File: src/rtl/max_pool_2x2_pkg.sv
// ============================================================================
// max_pool_2x2_pkg : shared constants and arithmetic helpers for the pooler
// Rev 1.0
// ============================================================================
`default_nettype none

package max_pool_2x2_pkg;

  localparam int c_DATA_W_DEF    = 16;
  localparam int c_FRAC_BITS_DEF = 8;
  // Working width for compares; must exceed DATA_W so the ceiling never wraps.
  localparam int c_CALC_W        = 32;

  typedef logic signed [c_CALC_W-1:0] calc_t;

  function automatic calc_t relu6_ceil(input int frac_bits);
    return calc_t'(6) << frac_bits;
  endfunction

  localparam calc_t c_RELU6_CEIL_DEF = relu6_ceil(c_FRAC_BITS_DEF);

  function automatic calc_t smax(input calc_t a, input calc_t b);
    return (a > b) ? a : b;
  endfunction

  function automatic calc_t relu6(input calc_t v, input calc_t ceil);
    calc_t r;
    r = v;
    if (v < 0)
      r = '0;
    else if (v > ceil)
      r = ceil;
    return r;
  endfunction

endpackage

`default_nettype wire

File: src/rtl/max_pool_2x2_line_buf.sv
// ============================================================================
// pool_line_buf : register file holding the pair maxima of the even row
// Rev 1.0
// ============================================================================
`default_nettype none

module pool_line_buf
  import max_pool_2x2_pkg::*;
#(
  parameter int DATA_W = c_DATA_W_DEF,
  parameter int DEPTH  = 2,
  parameter int AW     = 1
) (
  input  logic                     clk,
  input  logic                     wr_en,
  input  logic [AW-1:0]            wr_addr,
  input  logic signed [DATA_W-1:0] wr_data,
  input  logic [AW-1:0]            rd_addr,
  output logic signed [DATA_W-1:0] rd_data
);

  // No reset: every entry is rewritten on the even row before the odd row reads it.
  logic signed [DATA_W-1:0] r_mem [DEPTH];

  always_ff @(posedge clk) begin
    if (wr_en)
      r_mem[wr_addr] <= wr_data;
  end

  assign rd_data = r_mem[rd_addr];

endmodule

`default_nettype wire

File: src/rtl/max_pool_2x2.sv
// ============================================================================
// max_pool_2x2 : non-stalling 2x2/stride-2 max pool with optional ReLU6 clamp
// Rev 1.0
// ============================================================================
`default_nettype none

module max_pool_2x2
  import max_pool_2x2_pkg::*;
#(
  parameter int DATA_W    = c_DATA_W_DEF,
  parameter int FMAP_W    = 4,
  parameter int FMAP_H    = 4,
  parameter int RELU_EN   = 1,
  parameter int FRAC_BITS = c_FRAC_BITS_DEF
) (
  input  logic                     clk,
  input  logic                     rst_n,
  input  logic                     clr,
  input  logic                     in_valid,
  input  logic signed [DATA_W-1:0] in_data,
  output logic                     out_valid,
  output logic signed [DATA_W-1:0] out_data,
  output logic                     frame_done
);

  localparam int c_COL_W    = (FMAP_W > 1) ? $clog2(FMAP_W) : 1;
  localparam int c_ROW_W    = (FMAP_H > 1) ? $clog2(FMAP_H) : 1;
  localparam int c_LB_DEPTH = (FMAP_W / 2 > 0) ? FMAP_W / 2 : 1;
  localparam int c_LB_AW    = (c_LB_DEPTH > 1) ? $clog2(c_LB_DEPTH) : 1;
  localparam bit c_DEGEN    = (FMAP_W < 2) || (FMAP_H < 2);

  localparam logic [c_COL_W-1:0] c_COL_LAST = c_COL_W'(FMAP_W - 1);
  localparam logic [c_ROW_W-1:0] c_ROW_LAST = c_ROW_W'(FMAP_H - 1);

  logic [c_COL_W-1:0]       r_col;
  logic [c_ROW_W-1:0]       r_row;
  logic signed [DATA_W-1:0] r_hold;
  logic                     r_out_valid;
  logic signed [DATA_W-1:0] r_out_data;
  logic                     r_frame_done;

  logic                     w_run;
  logic                     w_col_odd;
  logic                     w_row_odd;
  logic                     w_col_wrap;
  logic                     w_row_wrap;
  logic                     w_emit;
  logic                     w_lb_wr;
  logic [c_LB_AW-1:0]       w_lb_addr;
  logic signed [DATA_W-1:0] w_lb_rd;
  calc_t                    w_hold_x;
  calc_t                    w_in_x;
  calc_t                    w_lb_x;
  calc_t                    w_pair_max;
  calc_t                    w_win_max;
  calc_t                    w_pooled;
  logic                     w_fd_next;

  assign w_run      = rst_n && !clr;
  assign w_col_odd  = r_col[0];
  assign w_row_odd  = r_row[0];
  assign w_col_wrap = (r_col == c_COL_LAST);
  assign w_row_wrap = (r_row == c_ROW_LAST);

  // Odd row/col parity alone selects windows: a trailing odd column or row
  // always has an even index, so it never completes a window.
  assign w_emit  = in_valid && w_col_odd && w_row_odd;
  assign w_lb_wr = w_run && in_valid && w_col_odd && !w_row_odd;

  assign w_lb_addr = c_LB_AW'(r_col >> 1);

  assign w_hold_x   = calc_t'(r_hold);
  assign w_in_x     = calc_t'(in_data);
  assign w_lb_x     = calc_t'(w_lb_rd);
  assign w_pair_max = smax(w_hold_x, w_in_x);
  assign w_win_max  = smax(w_pair_max, w_lb_x);

  generate
    if (RELU_EN != 0) begin : g_relu
      localparam calc_t c_CEIL = relu6_ceil(FRAC_BITS);
      assign w_pooled = relu6(w_win_max, c_CEIL);
    end else begin : g_pass
      assign w_pooled = w_win_max;
    end
  endgenerate

  generate
    if (c_DEGEN) begin : g_fd_degen
      // No window can complete, so mark the end of the input frame instead.
      assign w_fd_next = in_valid && w_col_wrap && w_row_wrap;
    end else begin : g_fd_pool
      localparam logic [c_COL_W-1:0] c_COL_POOL_LAST = c_COL_W'(2 * (FMAP_W / 2) - 1);
      localparam logic [c_ROW_W-1:0] c_ROW_POOL_LAST = c_ROW_W'(2 * (FMAP_H / 2) - 1);
      assign w_fd_next = w_emit && (r_col == c_COL_POOL_LAST) && (r_row == c_ROW_POOL_LAST);
    end
  endgenerate

  pool_line_buf #(
    .DATA_W (DATA_W),
    .DEPTH  (c_LB_DEPTH),
    .AW     (c_LB_AW)
  ) u_line_buf (
    .clk     (clk),
    .wr_en   (w_lb_wr),
    .wr_addr (w_lb_addr),
    .wr_data (DATA_W'(w_pair_max)),
    .rd_addr (w_lb_addr),
    .rd_data (w_lb_rd)
  );

  always_ff @(posedge clk) begin
    if (!w_run) begin
      r_col        <= '0;
      r_row        <= '0;
      r_hold       <= '0;
      r_out_valid  <= 1'b0;
      r_out_data   <= '0;
      r_frame_done <= 1'b0;
    end else begin
      r_out_valid  <= w_emit;
      r_frame_done <= w_fd_next;
      if (w_emit)
        r_out_data <= DATA_W'(w_pooled);
      if (in_valid) begin
        if (!w_col_odd)
          r_hold <= in_data;
        if (w_col_wrap) begin
          r_col <= '0;
          r_row <= w_row_wrap ? '0 : r_row + c_ROW_W'(1);
        end else begin
          r_col <= r_col + c_COL_W'(1);
        end
      end
    end
  end

  assign out_valid  = r_out_valid;
  assign out_data   = r_out_data;
  assign frame_done = r_frame_done;

endmodule

`default_nettype wire

File: config.mk
export PLATFORM = sky130hd
export DESIGN_NAME = max_pool_2x2
export DESIGN_NICKNAME = d
export VERILOG_FILES = /design/src/rtl/max_pool_2x2_pkg.sv /design/src/rtl/max_pool_2x2_line_buf.sv /design/src/rtl/max_pool_2x2.sv
export SDC_FILE = /design/constraint.sdc
export NUM_CORES = 1
export LEC_CHECK = 0
export ABC_AREA = 1
export CAP_MARGIN = 20
export CORE_AREA = 5 5 106 108
export DETAILED_ROUTE_END_ITERATION = 10
export DIE_AREA = 0 0 111 113
export HOLD_SLACK_MARGIN = 0.02
export PLACE_DENSITY = 0.55
export SLEW_MARGIN = 20
export SYNTH_ARGS = -nofsm -noshare
export SYNTH_HDL_FRONTEND = slang
export SYNTH_SLANG_ARGS = --single-unit
File: constraint.sdc
create_clock -name clk -period 8.09 [get_ports clk]
set_clock_uncertainty 0.05 [all_clocks]
set_input_delay 0.809 -clock clk [delete_from_list [all_inputs] [get_ports clk]]
set_output_delay 0.809 -clock clk [all_outputs]
set_load 0.1 [all_outputs]
==> qor.yml <==
run_status: "finished, final reports clean"
synth_top_area_share_pct: 23.7
synth_nets: 566
fp.dieW_um: 111
drc: 0
postCtsSetupBuffers: 0
clock_latency_ns: 0.35
grt_pass1_vias: 3261
finalCritPeriodShare_pct: 72.6
overflow: 0
path_max_fanout: 23
grt_max_degree: 33
max_slew_margin_pct: 34.3
clk_pin_slew_worst_paths_ns: 0.08
h-tree-depth: 3
dieArea_sq_um: 12500
cts-root-buf: "clkbuf_8"
cp.arrival_ns: 6.10
port_buffers: 36
die_height_um: 113
rsz0062_at_grt: "no"
yosys_warnings: 0
synthFlopType: "dfxtp_1"
synth-seq-area-share_pct: 42.5
synth_edf_count: 32
drv_cap: 0
synthTopCellsByCount: "119 x nand2_1, 68 x inv_1, 44 x a21oi_1"
grt_usage_pct: 15.9
cts_inserted_buffers: 9
reg2reg_depth: 26
cp_data_required_time_ns: 8.31
cts_buffer_depth: 2
grt_pass1_wl_um: 16200
ys_seq_elements: 70
cts_hold_buf: 0
drtIter0Drc: 172
vias: 3282
placement_rows: 37
clock_sinks: 70
slowest_stage: "nand2_1"
place_ws_ns: 1.92
path_class: "input port to register"
dr.pass1.iters: 5
setup_slack_ns: 2.21
ant_nets: 0
setup_violations: 0
synthesis.area_sq_um: 4050
holdWs_ns: 0.391
drive_gt1_share_pct: 6.06
power_density_nw_per_um2: 182
fin_nets: 595
post_cts_resized: 0
nFillCells: 1014
start_util_pct: 40.0
routabilityCongestion: 0.949
via_per_inst: 4.82
synthCells: 511
final_max_slew_viol_count: 0
synthDistinctLibCells: 33
hold-path-cell-count: 2
cts_tree: "done"
synthMostInstantiatedCell: "nand2_1"
core_sq_um: 10100
place_hpwl_um: 7270
worst_path_largest_cell_delay_ns: 0.52
synth_top_cell_by_area: "edfxtp_1"
ir_drop_uv: 75.0
io_pins: 38
worst_pin_slew_ns: 0.982
fin_tns_setup_ns: 0
max_freq_mhz: 170
crit_top_cell: "nand2_1"
hold_viol: 0
areaGrowthSynthToFinish_pct: 15.5
ys_async_sr_fraction_pct: 0
endpoint_kind: "register"
diodes: 0
min_period_ns: 5.88
wl_per_cell_um: 14.0
critPathLaunchType: "input port"
route.final.wire_length_um: 9550
antenna_found_initial: 0
final_core_util_pct: 46.2
hold_path.class: "register to register"
synth_area_leaders: "edfxtp_1 24%, dfxtp_1 19%, nand2_1 11%, ha_1 11%, inv_1 6.3%"
syn_area_per_cell_sq_um: 7.93
power_leakage_nw: 2.04
==> layer usage <==
| metal | vias to the layer above | GRT usage, % | part of all wire (%) |
|---|---|---|---|
| li1 | 1744 | - | - |
| met1 | 1464 | 22.2 | 51 |
| met2 | 60 | 25.2 | 44 |
| met3 | 14 | 2.41 | 3.0 |
| met4 | 0 | 5.67 | 1.6 |
| met5 | - | 0 | 0 |
==> worst max-delay path: cells and delay by family <==
kind	cells	cell delay, ns
AOI/OAI and AO/OA	5	0.94
adders and majority gates	2	0.68
and+or+nand+nor	17	2.68
buffers and inverters	4	0.96
==> where the power goes <==
part	internal (mW)	switching (mW)	leakage [nW]
Sequential	0.379	0.00507	0.599
Combinational	0.0646	0.124	1.33
Clock	0.131	0.147	0.102
==> per-stage QoR <==
step | std cells | area [sq um] | power (mW)
floorplan | 511 | 4050 | 0.535
global placement | 665 | 4490 | 0.577
detailed placement | 665 | 4490 | 0.580
CTS | 681 | 4680 | 0.860
global route | 681 | 4680 | 0.904
finish | 681 | 4680 | 0.851
==> worst paths after layout <==
check | from | slack [ns] | end
worst max-delay path | in_data[15] | 2.21 | out_data[3]$_SDFFE_PN0P_
worst min-delay path | out_data[11]$_SDFFE_PN0P_ | 0.39 | out_data[11]$_SDFFE_PN0P_
worst max register to register | r_hold[15]$_SDFFE_PN0P_ | 2.87 | out_data[3]$_SDFFE_PN0P_
worst min register to register | out_data[11]$_SDFFE_PN0P_ | 0.39 | out_data[11]$_SDFFE_PN0P_
==> final cells by class <==
class,count,area [sq um],area share [%]
inverters,70,263,5.61
clock inverters,6,42.5,0.909
multi-input cells,351,1960,41.9
clock buffers,10,149,3.18
repair buffers,38,375,8.02
flip-flops and latches,70,1720,36.8
well taps,136,170,3.64
==> kinds of logic after synthesis <==
| family | count (synthesis) | share of synthesized area, % |
|---|---|---|
| fa+ha+maj | 35 | 10.8 |
| buf+inv | 90 | 9.26 |
| mux | 6 | 1.51 |
| compound gates | 81 | 10.3 |
| flops | 70 | 42.5 |
| simple gates | 228 | 25.6 |
| other cells | 1 | 0.0926 |
==> sequential cells by signal, summed over array words and instances, names as in the netlist, named ones only <==
| signal | count |
|---|---|
| out_data | 15 |
| r_row | 2 |
| r_hold | 16 |
| out_valid | 1 |
| u_line_buf.r_mem | 32 |
| r_col | 2 |
| frame_done | 1 |
==> cell usage in the layout, fill, tap and decap left out, types with 5 or more instances in the layout <==
cell / n
a21oi_1: 44
and2_1: 11
clkbuf_8: 9
clkdlybuf4s50_1: 36
dfxtp_1: 38
edfxtp_1: 32
ha_1: 35
inv_1: 68
mux2i_1: 5
nand2_1: 119
nand3_1: 30
nand4_1: 19
nor2_1: 33
o21ai_0: 31
or2_2: 5
Power figures use the tool's default switching activity.
